`src/rtl/conv_line_buffer_pkg.sv`:
```
// Shared types and width helpers for the convolution line buffer.
package conv_pkg;

    typedef enum logic [1:0] {
        FILL   = 2'd0,
        STREAM = 2'd1,
        FLUSH  = 2'd2,
        TAIL   = 2'd3
    } state_t;

    localparam int PADDING = 1;

    // Column counter spans the padded row: 0 .. W+2*PADDING-1.
    function automatic int col_w(input int w);
        return $clog2(w + 2 * PADDING);
    endfunction

    function automatic int row_w(input int h);
        return (h > 1) ? $clog2(h) : 1;
    endfunction

    function automatic int idx_w(input int w);
        return (w > 1) ? $clog2(w) : 1;
    endfunction

endpackage

```
`src/rtl/conv_line_buffer_if.sv`:
```
// Pixel stream in, zero-padded vertical columns out.
// in_data transfers on a rising clk edge where in_valid && in_ready; in_ready never depends on in_valid.
interface conv_line_buffer_if #(
    parameter int DATA_WIDTH = 16
);
    logic [DATA_WIDTH-1:0] in_data;
    logic                  in_valid;
    logic                  in_ready;
    logic [DATA_WIDTH-1:0] data_out0;
    logic [DATA_WIDTH-1:0] data_out1;
    logic [DATA_WIDTH-1:0] data_out2;
    logic                  col_valid;
    logic                  win_valid;
    logic                  busy;

    modport master (
        output in_data, in_valid,
        input  in_ready, data_out0, data_out1, data_out2, col_valid, win_valid, busy
    );

    modport slave (
        input  in_data, in_valid,
        output in_ready, data_out0, data_out1, data_out2, col_valid, win_valid, busy
    );
endinterface

```
`src/rtl/conv_line_buffer_line_mem.sv`:
```
// Two row buffers sharing one index: combinational read, synchronous write.
module line_mem #(
    parameter int DATA_WIDTH = 16,
    parameter int DEPTH      = 28,
    parameter int IDX_W      = 5
) (
    input  logic                  clk,
    input  logic [IDX_W-1:0]      idx,
    input  logic                  we_a,
    input  logic [DATA_WIDTH-1:0] wd_a,
    input  logic                  we_b,
    input  logic [DATA_WIDTH-1:0] wd_b,
    output logic [DATA_WIDTH-1:0] rd_a,
    output logic [DATA_WIDTH-1:0] rd_b
);
    logic [DATA_WIDTH-1:0] mem_a [DEPTH];
    logic [DATA_WIDTH-1:0] mem_b [DEPTH];

    always_ff @(posedge clk) begin
        if (we_a) mem_a[idx] <= wd_a;
        if (we_b) mem_b[idx] <= wd_b;
    end

    assign rd_a = mem_a[idx];
    assign rd_b = mem_b[idx];
endmodule

```
`src/rtl/conv_line_buffer.sv`:
```
// Buffers two image rows and emits one zero-padded 3-pixel column per beat
// for a 3x3 convolution, with column and window strobes.
module conv_line_buffer
    import conv_pkg::*;
#(
    parameter int DATA_WIDTH = 16,
    parameter int IMG_WIDTH  = 28,
    parameter int IMG_HEIGHT = 28
) (
    input  logic                clk,
    input  logic                rst,
    conv_line_buffer_if.slave   bus,
    output state_t              state_dbg
);
    localparam int CW = col_w(IMG_WIDTH);
    localparam int RW = row_w(IMG_HEIGHT);
    localparam int IW = idx_w(IMG_WIDTH);

    localparam logic [CW-1:0] COL_LAST      = CW'(IMG_WIDTH + 2 * PADDING - 1);
    localparam logic [CW-1:0] COL_FILL_LAST = CW'(IMG_WIDTH - 1);
    localparam logic [CW-1:0] COL_WIN_FIRST = CW'(2 * PADDING + 1);
    localparam logic [RW-1:0] ROW_PRE_FLUSH = RW'(IMG_HEIGHT - 2);

    state_t          state, state_n;
    logic [CW-1:0]   col, col_n;
    logic [RW-1:0]   row, row_n;
    logic            first_row, first_row_n;
    logic            pad, ready, accept;
    logic            beat, beat_win, busy_n;
    logic [DATA_WIDTH-1:0] beat_d0, beat_d1, beat_d2;

    logic [IW-1:0]         mem_idx;
    logic                  we_a, we_b;
    logic [DATA_WIDTH-1:0] rd_a, rd_b;

    assign pad     = (col == '0) || (col == COL_LAST);
    assign ready   = (state == FILL) || ((state == STREAM) && !pad);
    assign accept  = bus.in_valid && ready;
    // FILL writes at col; STREAM/FLUSH skip the leading pad column.
    assign mem_idx = (state == FILL) ? col[IW-1:0] : IW'(col - CW'(PADDING));

    line_mem #(
        .DATA_WIDTH (DATA_WIDTH),
        .DEPTH      (IMG_WIDTH),
        .IDX_W      (IW)
    ) u_line_mem (
        .clk  (clk),
        .idx  (mem_idx),
        .we_a (we_a),
        .wd_a (rd_b),
        .we_b (we_b),
        .wd_b (bus.in_data),
        .rd_a (rd_a),
        .rd_b (rd_b)
    );

    always_comb begin
        state_n     = state;
        col_n       = col;
        row_n       = row;
        first_row_n = first_row;
        beat        = 1'b0;
        beat_win    = 1'b0;
        beat_d0     = '0;
        beat_d1     = '0;
        beat_d2     = '0;
        we_a        = 1'b0;
        we_b        = 1'b0;
        busy_n      = 1'b1;

        case (state)
            FILL: begin
                // Stays busy once any pixel of this frame has been taken.
                busy_n = (col != '0) || accept;
                if (accept) begin
                    we_b = 1'b1;
                    if (col == COL_FILL_LAST) begin
                        col_n       = '0;
                        row_n       = '0;
                        first_row_n = 1'b1;
                        state_n     = STREAM;
                    end else begin
                        col_n = col + CW'(1);
                    end
                end
            end
            STREAM: begin
                if (pad) begin
                    beat = 1'b1;
                end else if (accept) begin
                    beat    = 1'b1;
                    beat_d0 = first_row ? '0 : rd_a;
                    beat_d1 = rd_b;
                    beat_d2 = bus.in_data;
                    we_a    = 1'b1;
                    we_b    = 1'b1;
                end
                if (beat) begin
                    if (col == COL_LAST) begin
                        col_n       = '0;
                        first_row_n = 1'b0;
                        row_n       = row + RW'(1);
                        if (row == ROW_PRE_FLUSH) state_n = FLUSH;
                    end else begin
                        col_n = col + CW'(1);
                    end
                end
            end
            FLUSH: begin
                beat = 1'b1;
                if (!pad) begin
                    beat_d0 = rd_a;
                    beat_d1 = rd_b;
                end
                if (col == COL_LAST) begin
                    col_n   = '0;
                    state_n = TAIL;
                end else begin
                    col_n = col + CW'(1);
                end
            end
            TAIL: begin
                beat     = 1'b1;
                beat_win = 1'b1;
                col_n    = '0;
                row_n    = '0;
                state_n  = FILL;
            end
            default: state_n = FILL;
        endcase

        // Window completes on the third real column onward, and on the
        // leading pad of every row but the first (closes the previous row).
        if ((state == STREAM) || (state == FLUSH)) begin
            beat_win = beat && ((col >= COL_WIN_FIRST) ||
                                ((col == '0) && !((state == STREAM) && first_row)));
        end
    end

    always_ff @(posedge clk) begin
        if (rst) begin
            state         <= FILL;
            col           <= '0;
            row           <= '0;
            first_row     <= 1'b0;
            bus.data_out0 <= '0;
            bus.data_out1 <= '0;
            bus.data_out2 <= '0;
            bus.col_valid <= 1'b0;
            bus.win_valid <= 1'b0;
            bus.busy      <= 1'b0;
        end else begin
            state         <= state_n;
            col           <= col_n;
            row           <= row_n;
            first_row     <= first_row_n;
            bus.data_out0 <= beat_d0;
            bus.data_out1 <= beat_d1;
            bus.data_out2 <= beat_d2;
            bus.col_valid <= beat;
            bus.win_valid <= beat_win;
            bus.busy      <= busy_n;
        end
    end

    assign bus.in_ready = ready && !rst;
    assign state_dbg    = state;
endmodule

```
`src/flat_wrapper.sv`:
```
// flat-port wrapper written by rule: the top's interface ports become plain ports
module conv_line_buffer_flat import conv_pkg::*;
#(
    parameter int DATA_WIDTH = 16,
    parameter int IMG_WIDTH  = 28,
    parameter int IMG_HEIGHT = 28
)
  (clk, rst, state_dbg, bus_in_data, bus_in_valid, bus_in_ready, bus_data_out0, bus_data_out1, bus_data_out2, bus_col_valid, bus_win_valid, bus_busy);
  conv_line_buffer_if #(.DATA_WIDTH(DATA_WIDTH)) bus_i ();
  input  logic clk;
  input  logic rst;
  output state_t state_dbg;
  input wire logic [$bits(bus_i.in_data)-1:0] bus_in_data;
  input wire logic [$bits(bus_i.in_valid)-1:0] bus_in_valid;
  output wire logic [$bits(bus_i.in_ready)-1:0] bus_in_ready;
  output wire logic [$bits(bus_i.data_out0)-1:0] bus_data_out0;
  output wire logic [$bits(bus_i.data_out1)-1:0] bus_data_out1;
  output wire logic [$bits(bus_i.data_out2)-1:0] bus_data_out2;
  output wire logic [$bits(bus_i.col_valid)-1:0] bus_col_valid;
  output wire logic [$bits(bus_i.win_valid)-1:0] bus_win_valid;
  output wire logic [$bits(bus_i.busy)-1:0] bus_busy;
  assign bus_i.in_data = bus_in_data;
  assign bus_i.in_valid = bus_in_valid;
  assign bus_in_ready = bus_i.in_ready;
  assign bus_data_out0 = bus_i.data_out0;
  assign bus_data_out1 = bus_i.data_out1;
  assign bus_data_out2 = bus_i.data_out2;
  assign bus_col_valid = bus_i.col_valid;
  assign bus_win_valid = bus_i.win_valid;
  assign bus_busy = bus_i.busy;
  conv_line_buffer #(.DATA_WIDTH(DATA_WIDTH), .IMG_WIDTH(IMG_WIDTH), .IMG_HEIGHT(IMG_HEIGHT)) u_core (.clk(clk), .rst(rst), .bus(bus_i), .state_dbg(state_dbg));
endmodule
```
`config.mk`:
```
export PLATFORM = sky130hd
export DESIGN_NAME = conv_line_buffer_flat
export DESIGN_NICKNAME = d
export VERILOG_FILES = /design/src/rtl/conv_line_buffer_pkg.sv /design/src/rtl/conv_line_buffer_if.sv /design/src/rtl/conv_line_buffer_line_mem.sv /design/src/rtl/conv_line_buffer.sv /design/src/flat_wrapper.sv
export SDC_FILE = /design/constraint.sdc
export NUM_CORES = 1
export LEC_CHECK = 0
export CAP_MARGIN = 15
export CORE_MARGIN = 4
export CORE_UTILIZATION = 56
export CTS_CLUSTER_DIAMETER = 60
export DETAILED_ROUTE_END_ITERATION = 8
export PLACE_DENSITY = 0.74
export SETUP_SLACK_MARGIN = 0.02
export SYNTH_ARGS = -nofsm -noshare
export SYNTH_HDL_FRONTEND = slang
export SYNTH_HIERARCHICAL = 1
export SYNTH_SLANG_ARGS = --single-unit
```
`constraint.sdc`:
```
create_clock -name clk -period 3.4 [get_ports clk]
set_clock_uncertainty 0.15 [all_clocks]
set_input_delay 0.85 -clock clk [delete_from_list [all_inputs] [get_ports clk]]
set_output_delay 0.85 -clock clk [all_outputs]
set_load 0.005 [all_outputs]
```
==> summary.md, run 1 <==
| Metric | Value |
|---|---|
| Cell taking the most area after synthesis | `edfxtp_1` |
| Syn Area/Cell | `roughly 19 um^2` |
| DRT antenna net count | `1` |
| # DRC | `0` |
| Core Region | `between 60000 and 70000 um^2` |
| Antenna violations before repair | `2` |
| Cells after Synth | `1953` |
| Clock-pin slew on the worst setup and hold paths | `0.06 ns` |
| Flop pwr share | `0.424` |
| Clock network power share | `0.279` |
| RSZ-0062 raised after global routing | `yes` |
| Place WS | `0.0193 ns` |
| Switching power share of the total | `0.303` |
| # nets final | `2235` |
| Clk_lat worst skew | `between 0.6 and 0.7 ns` |
| Mapped Nets | `1982` |
| Vias per cell | `about 6.3` |
| Slew headroom | `0.239` |
| Vias in the first global route | `19859` |
| Yosys top cell area share | `0.721` |
| Tcrit/Tclk final | `0.980` |
| Cell Area, Placed | `40800 um^2` |
| Starting density of the core | `0.566` |
| TritonCTS clock tree | `built` |
| First-pass GRT wire length | `130000 um` |
| Commonest non-fill, non-tap cell in the layout | `edfxtp_1` |
| Post-Place Cells | `2954` |
| Fin Setup TNS | `0 ns` |
| Cts bufs inserted | `94` |
| Pin count of the biggest net entering global routing | `between 60 and 70` |
| Routability cong. | `0.837` |
| Final Hold Viols | `0` |
| Detailed router's first-iteration violation count | `2379` |
| Critical hold path startpoint | `u_core/row[4]$_SDFFE_PP0P_` |
| Seq/Total Area, Yosys | `0.756` |
| Total global routing overflow | `0` |
| Setup CP Type | `reg2reg` |
| Layout Cells excl Fill | `~3200` |
| Via count | `19849` |
| Pint | `25.1 mW` |
| Max Slew Vio Count | `0` |
| Final hold slack | `0.347 ns` |
| Number of flops mapped to enable cells by yosys | `about 900` |
| Sw Pwr | `10.9 mW` |
| Setup slack after layout | `between 0.06 and 0.07 ns` |
| Routed wire length | `88400 um` |
| Port Buffer Count | `72` |
| Setup crit start | `u_core/state_dbg[0]$_SDFFE_PP0P_` |
| Mapped Area | `about 37000 um^2` |
| Reg2Reg Launch Point | `u_core/state_dbg[0]$_SDFFE_PP0P_` |
| Die H | `266 um` |
| Comb pwr share | `0.297` |
| HP Class | `reg2reg` |
| Final setup fails | `0` |
| P_leak | `14.0 nW` |
| DR pass1 iterations | `5` |
| Cell variety after synth | `68` |
| Max clock buf depth | `3` |
| Finished Cell Area | `44100 um^2` |
| GRT Util Overall | `0.248` |
| Ports | `73` |
| Synth Flop Type | `edfxtp_1` |
| Layout cell share with drive strength beyond 1 | `0.224` |
| VDD IR-drop max | `584 uV` |
| Drt wl/cell | `28.1 um` |
| Failing checks | `antenna violations` |
| Most frequent cells in the layout | `edfxtp_1, mux2i_1, buf_4` |
| Outcome | `finished with violations` |
| Area delta synth->final | `18.3%` |
| DP HPWL | `~52000 um` |
| Site Rows | `94` |
| P per Cell Area | `a little over 800 nW/um^2` |
| Fmax | `300 MHz` |
| Worst setup SP type | `flip-flop` |
| Worst Path Required | `3.78 ns` |
| Worst-Margin Slew | `1.14 ns` |
| Yosys reg bits | `960` |
| Tmin final | `around 3.3 ns` |
| YS warnings | `6` |
| Synth area leaders | `edfxtp_1, mux4_2, mux2i_1` |
| Die area | `70800 um^2` |
| CP Max Fanout | `30` |
| Clock sinks | `960` |
| Hold-fix buffers, CTS | `0` |
| CP Capture Type | `flip-flop` |
| Crit path DAT | `3.71 ns` |
| CTS Root Cell | `clkbuf_16` |
| Die width | `266 um` |
| CTS H-tree lvls | `3` |
| Max_cap viols | `0` |
| Async S/R FF share, synth | `0` |
-- cell usage after synthesis, types with 20 or more instances --
| cell | n |
|---|---|
| edfxtp_1 | 896 |
| mux2i_1 | 184 |
| nand2_1 | 105 |
| mux4_2 | 100 |
| nand4_1 | 65 |
| nor2_1 | 65 |
| dfxtp_1 | 64 |
| nand3_1 | 41 |
| buf_2 | 38 |
| a21oi_1 | 36 |
| mux4_1 | 33 |
| a22oi_1 | 32 |
| o22ai_1 | 31 |
| mux2_2 | 29 |
| and2_1 | 28 |
| buf_4 | 28 |
| and2_4 | 23 |
| clkbuf_1 | 20 |
-- cell type report --
| cell class | instances | area, um^2 |
|---|---|---|
| diodes | 9 | 22.5 |
| clock buffers | 130 | 2600 |
| clock inverters | 38 | 395 |
| fillers | 4164 | 21700 |
| inverters | 15 | 56.3 |
| multi-input cells | 870 | 8480 |
| flip-flops and latches | 960 | 28200 |
| well taps | 864 | 1080 |
| repair buffers | 265 | 3300 |
-- routing by layer --
layer  track usage  part of all wire  wire (um)  vias up
met5             0           0.00023         20        -
met1         0.342              0.38      34000    10229
met4        0.0834             0.034       3030        2
met3        0.0397             0.083       7320      182
met2         0.410              0.50      44000     1018
li1              -                 -          -     8418
-- power by group through the flow --
stage               Clock [mW]  Combinational [mW]  Sequential [mW]
finish                    10.0                10.7             15.2
floorplan                    0                5.56             15.6
global placement             0                9.83             15.5
global route              10.7                11.2             15.2
detailed placement           0                10.2             15.5
CTS                       10.2                10.2             15.2
-- path summary, 6_finish.rpt --
check,endpoint,slack [ns],cells past startpoint
worst max-delay path,u_core/bus.data_out1[1]$_SDFF_PP0_,0.07,14
worst min-delay path,u_core/row[4]$_SDFFE_PP0P_,0.35,2
worst max register to register,u_core/bus.data_out1[1]$_SDFF_PP0_,0.07,14
worst min register to register,u_core/row[4]$_SDFFE_PP0P_,0.35,2
-- state kept, by name, summed over array words and instances, names as in the netlist --
signal	count
u_core/u_line_mem/mem_a	448
u_core/u_line_mem/mem_b	448
u_core/bus.data_out0	16
u_core/bus.data_out1	16
u_core/bus.data_out2	16
u_core/col	5
u_core/row	5
u_core/state_dbg	2
u_core/bus.busy	1
u_core/bus.col_valid	1
u_core/bus.win_valid	1
u_core/first_row	1
-- kinds of logic after synthesis --
group,Yosys count,share of synthesized area
AO/OA/AOI/OAI,142,0.0263
XOR/XNOR,4,0.000939
adder cells (fa/ha/maj),10,0.00335
buffers and inverters,123,0.0203
flip-flops,960,0.756
multiplexers,346,0.142
AND/OR/NAND/NOR,368,0.0519
-- worst max-delay path: stages (launching register included) --
cell     delay [ns]
dfxtp_1        0.33
inv_1          0.08
ha_1           0.23
buf_4          0.20
nor4_1         0.24
buf_4          0.18
xnor2_2        0.09
buf_4          0.20
nand3_1        0.15
buf_12         0.23
o22ai_1        0.15
a21oi_1        0.32
nand4_1        0.25
buf_12         0.23
and2_1         0.17
-- through the flow --
step | util | power, mW
floorplan | - | 21.1
global placement | 0.620 | 25.3
detailed placement | 0.620 | 25.7
CTS | 0.666 | 35.7
global route | 0.670 | 37.2
finish | 0.670 | 36.0
-- timing repair --
action / 4_1_cts / 5_1_grt
endpoints found under the setup margin: 16 / 391
buffers inserted: 4 / 12
pin swaps: 1 / 5
gates resized for setup: 6 / 16
gates cloned: 0 / 4
(Power assumes the default switching activity.)
==> run 2, diff against run 1 <==
--- a/config.mk
+++ b/config.mk
@@ -6,8 +6,8 @@
 export NUM_CORES = 1
 export LEC_CHECK = 0
-export CAP_MARGIN = 15
 export CORE_MARGIN = 4
 export CORE_UTILIZATION = 56
 export CTS_CLUSTER_DIAMETER = 60
+export CTS_CLUSTER_SIZE = 14
 export DETAILED_ROUTE_END_ITERATION = 8
 export PLACE_DENSITY = 0.74
==> constraint.sdc (replaced) <==
create_clock -name clk -period 3.4 [get_ports clk]
set_clock_uncertainty 0.15 [all_clocks]
set_input_delay 1.02 -clock clk [delete_from_list [all_inputs] [get_ports clk]]
set_output_delay 1.02 -clock clk [all_outputs]
set_load 0.005 [all_outputs]
==> summary.md, run 2 (synthesis results as in run 1) <==
| Metric | Value |
|---|---|
| FF-to-FF path depth | `11 (-3)` |
| Die H | `266 um (unchanged)` |
| Fin Setup TNS | `0 ns (unchanged)` |
| Final setup fails | `0 (unchanged)` |
| Vias in the first global route | `19545 (-1.6%)` |
| VDD IR-drop max | `705 uV (+21%)` |
| Fillers | `4254 (+2.2%)` |
| DRT antenna net count | `0 (-1)` |
| Clk_lat worst skew | `0.63 ns (-0.03 ns)` |
| Fmax | `303 MHz (+0.95%)` |
| Die area | `70800 um^2 (unchanged)` |
| Routability cong. | `0.907 (+8.4%)` |
| Area occupied by multi-input gates | `8500 um^2 (+0.21%)` |
| Ports | `73 (unchanged)` |
| Tcrit/Tclk final | `0.971 (-0.00918)` |
| Storage cell area | `28200 um^2 (about the same)` |
| Antenna violations before repair | `0 (-2)` |
| DR pass1 iterations | `7 (+2)` |
| Cts bufs inserted | `79 (-16%)` |
| Crit path cell chain | `inv_4 > ha_4 > or4b_4 > a31oi_4 > nor2_1 > clkdlybuf4s15_1` |
| Post-Place Cells | `2959 (+0.17%)` |
| CP Capture Type | `output pin` |
| Reg2Reg Launch Point | `u_core/state_dbg[0]$_SDFFE_PP0P_` |
| Setup CP Type | `reg2out` |
| Final hold slack | `0.356 ns (+0.00836 ns)` |
| Via count | `19459 (-2.0%)` |
| Layout cell share with drive strength beyond 1 | `0.214 (-0.0108)` |
| Max clock buf depth | `3 (unchanged)` |
| P_leak | `13.7 nW (-2.5%)` |
| CTS H-tree lvls | `3 (unchanged)` |
| Max Slew Vio Count | `0 (unchanged)` |
| Worst-Margin Slew | `0.577 ns (-0.561 ns)` |
| CP max-delay cell | `or4b_4` |
| Levels on crit path | `6 (-8)` |
| Final Hold Viols | `0 (unchanged)` |
| RSZ-0062 raised after global routing | `yes` |
| Starting density of the core | `0.566 (unchanged)` |
| Port Buffer Count | `72 (unchanged)` |
| Most frequent cells in the layout | `edfxtp_1, mux2i_1, buf_4` |
| P per Cell Area | `790 nW/um^2 (-3.1%)` |
| Total global routing overflow | `0 (unchanged)` |
| Worst setup SP type | `flip-flop` |
| Largest regs | `u_core/u_line_mem/mem_a: 448 flops, u_core/u_line_mem/mem_b: 448 flops` |
| Commonest non-fill, non-tap cell in the layout | `edfxtp_1` |
| HP Class | `reg2reg` |
| Clock-pin slew on the worst setup and hold paths | `0.07 ns (about the same)` |
| Setup crit start | `u_core/col[1]$_SDFFE_PP0P_` |
| Core Region | `65900 um^2 (unchanged)` |
| DP HPWL | `52600 um (+2.0%)` |
| Outcome | `completed` |
| CP Max Fanout | `4 (-87%)` |
| Drt wl/cell | `27.7 um (-1.4%)` |
| GRT Util Overall | `0.243 (-0.00498)` |
| Tmin final | `3.30 ns (-0.0312 ns)` |
| Clock sinks | `960 (unchanged)` |
| Area delta synth->final | `16.3%` |
| Vias per cell | `6.26 (-0.58%)` |
| First-pass GRT wire length | `128000 um (-1.6%)` |
| # nets final | `2226 (-0.40%)` |
| Site Rows | `94 (unchanged)` |
| Pin count of the biggest net entering global routing | `58 (-13%)` |
| N_diodes | `0 (-9)` |
| Layout Cells excl Fill | `3107 (-1.4%)` |
| CTS Root Cell | `clkbuf_16` |
| Core Util, Final | `0.659 (-0.0113)` |
| Routed wire length | `85900 um (-2.8%)` |
| Flop-to-flop setup slack | `0.11 ns (+0.04 ns)` |
| Detailed router's first-iteration violation count | `2311 (-2.9%)` |
| Die width | `266 um (unchanged)` |
| Slowest stage delay, CP | `0.49 ns (+0.16 ns)` |
| Worst R2R End | `u_core/u_line_mem/mem_a[9][3]$_DFFE_PP_` |
| Crit path DAT | `2.13 ns (-1.58 ns)` |
| Slew headroom | `0.614 (+0.375)` |
| CP Buf/Inv Count | `2 (-4)` |
| Worst Path Required | `2.23 ns (-1.55 ns)` |
| Setup crit end | `bus_in_ready` |
| Max_cap viols | `0 (unchanged)` |
| Crit-path leading delay family | `simple AND/OR/NAND/NOR gates` |
| # DRC | `0 (unchanged)` |
| TritonCTS clock tree | `built` |
-- run 2: changes by cell type in the layout (fill, tap and decap cells not counted), sizes merged --
cell           change
buf                +7
inv                -2
clkinvlp           -1
clkinv            -21
clkbuf            -13
diode              -9
dlygate4sd2        -1
bufinv             -5
clkdlybuf4s15      +1
-- run 2: timing repair --
action                                  4_1_cts  5_1_grt
endpoints found under the setup margin       69      736
buffers inserted                              5       14
pin swaps                                     3        4
gates cloned                                  1        2
hold buffers                                  0        0
gates resized for setup                       9       23
-- run 2: final cells by class --
type	instances	area share
sequential	960	0.650
multi-input combinational	870	0.196
timing repair buffer	271	0.0753
clock inverter	9	0.00254
inverter	15	0.00136
tap	864	0.0249
clock buffer	118	0.0499
-- run 2: worst register-to-register path: stages (launching register included) --
cell,delay [ns]
dfxtp_2,0.36
inv_1,0.08
ha_1,0.22
clkinv_1,0.06
buf_4,0.16
mux2i_4,0.29
buf_12,0.23
buf_12,0.30
mux4_2,0.37
a21oi_1,0.33
nand4_1,0.20
buf_12,0.21
-- run 2: worst min-delay path by stage --
| stage | start | to | cells after the start |
|---|---|---|---|
| 4_1_cts | u_core/row[4]$_SDFFE_PP0P_ | u_core/row[4]$_SDFFE_PP0P_ | 2 |
| 2_1_floorplan | u_core/row[4]$_SDFFE_PP0P_ | u_core/row[4]$_SDFFE_PP0P_ | 2 |
| 3_5_place_dp | u_core/row[4]$_SDFFE_PP0P_ | u_core/row[4]$_SDFFE_PP0P_ | 2 |
| 5_1_grt | u_core/row[4]$_SDFFE_PP0P_ | u_core/row[4]$_SDFFE_PP0P_ | 2 |
| 6_report | u_core/row[4]$_SDFFE_PP0P_ | u_core/row[4]$_SDFFE_PP0P_ | 2 |
| 3_3_place_gp | u_core/row[4]$_SDFFE_PP0P_ | u_core/row[4]$_SDFFE_PP0P_ | 2 |
-- run 2: report_power, final --
group | total (mW) | internal, mW | switching [mW] | leakage [nW]
Combinational | 10.7 | 4.14 | 6.54 | 4.02
Clock | 8.34 | 4.42 | 3.92 | 1.09
Sequential | 15.2 | 15.2 | 0.0655 | 8.57
-- run 2: stage by stage --
step | power [mW] | area [um^2] | setup slack (ns)
after floorplan | 21.1 | 37300 | 0.00911
after global placement | 25.5 | 40800 | 0.0439
after detailed placement | 25.8 | 40800 | 0.0351
after CTS | 34.2 | 43100 | -0.00122
after global routing | 35.5 | 43400 | 0.00445
final | 34.3 | 43400 | 0.0987
-- run 2: routing by layer --
metal,GRT usage,share of wire
met3,0.0400,0.080
met5,0,0
met4,0.0692,0.030
met2,0.400,0.50
met1,0.342,0.39
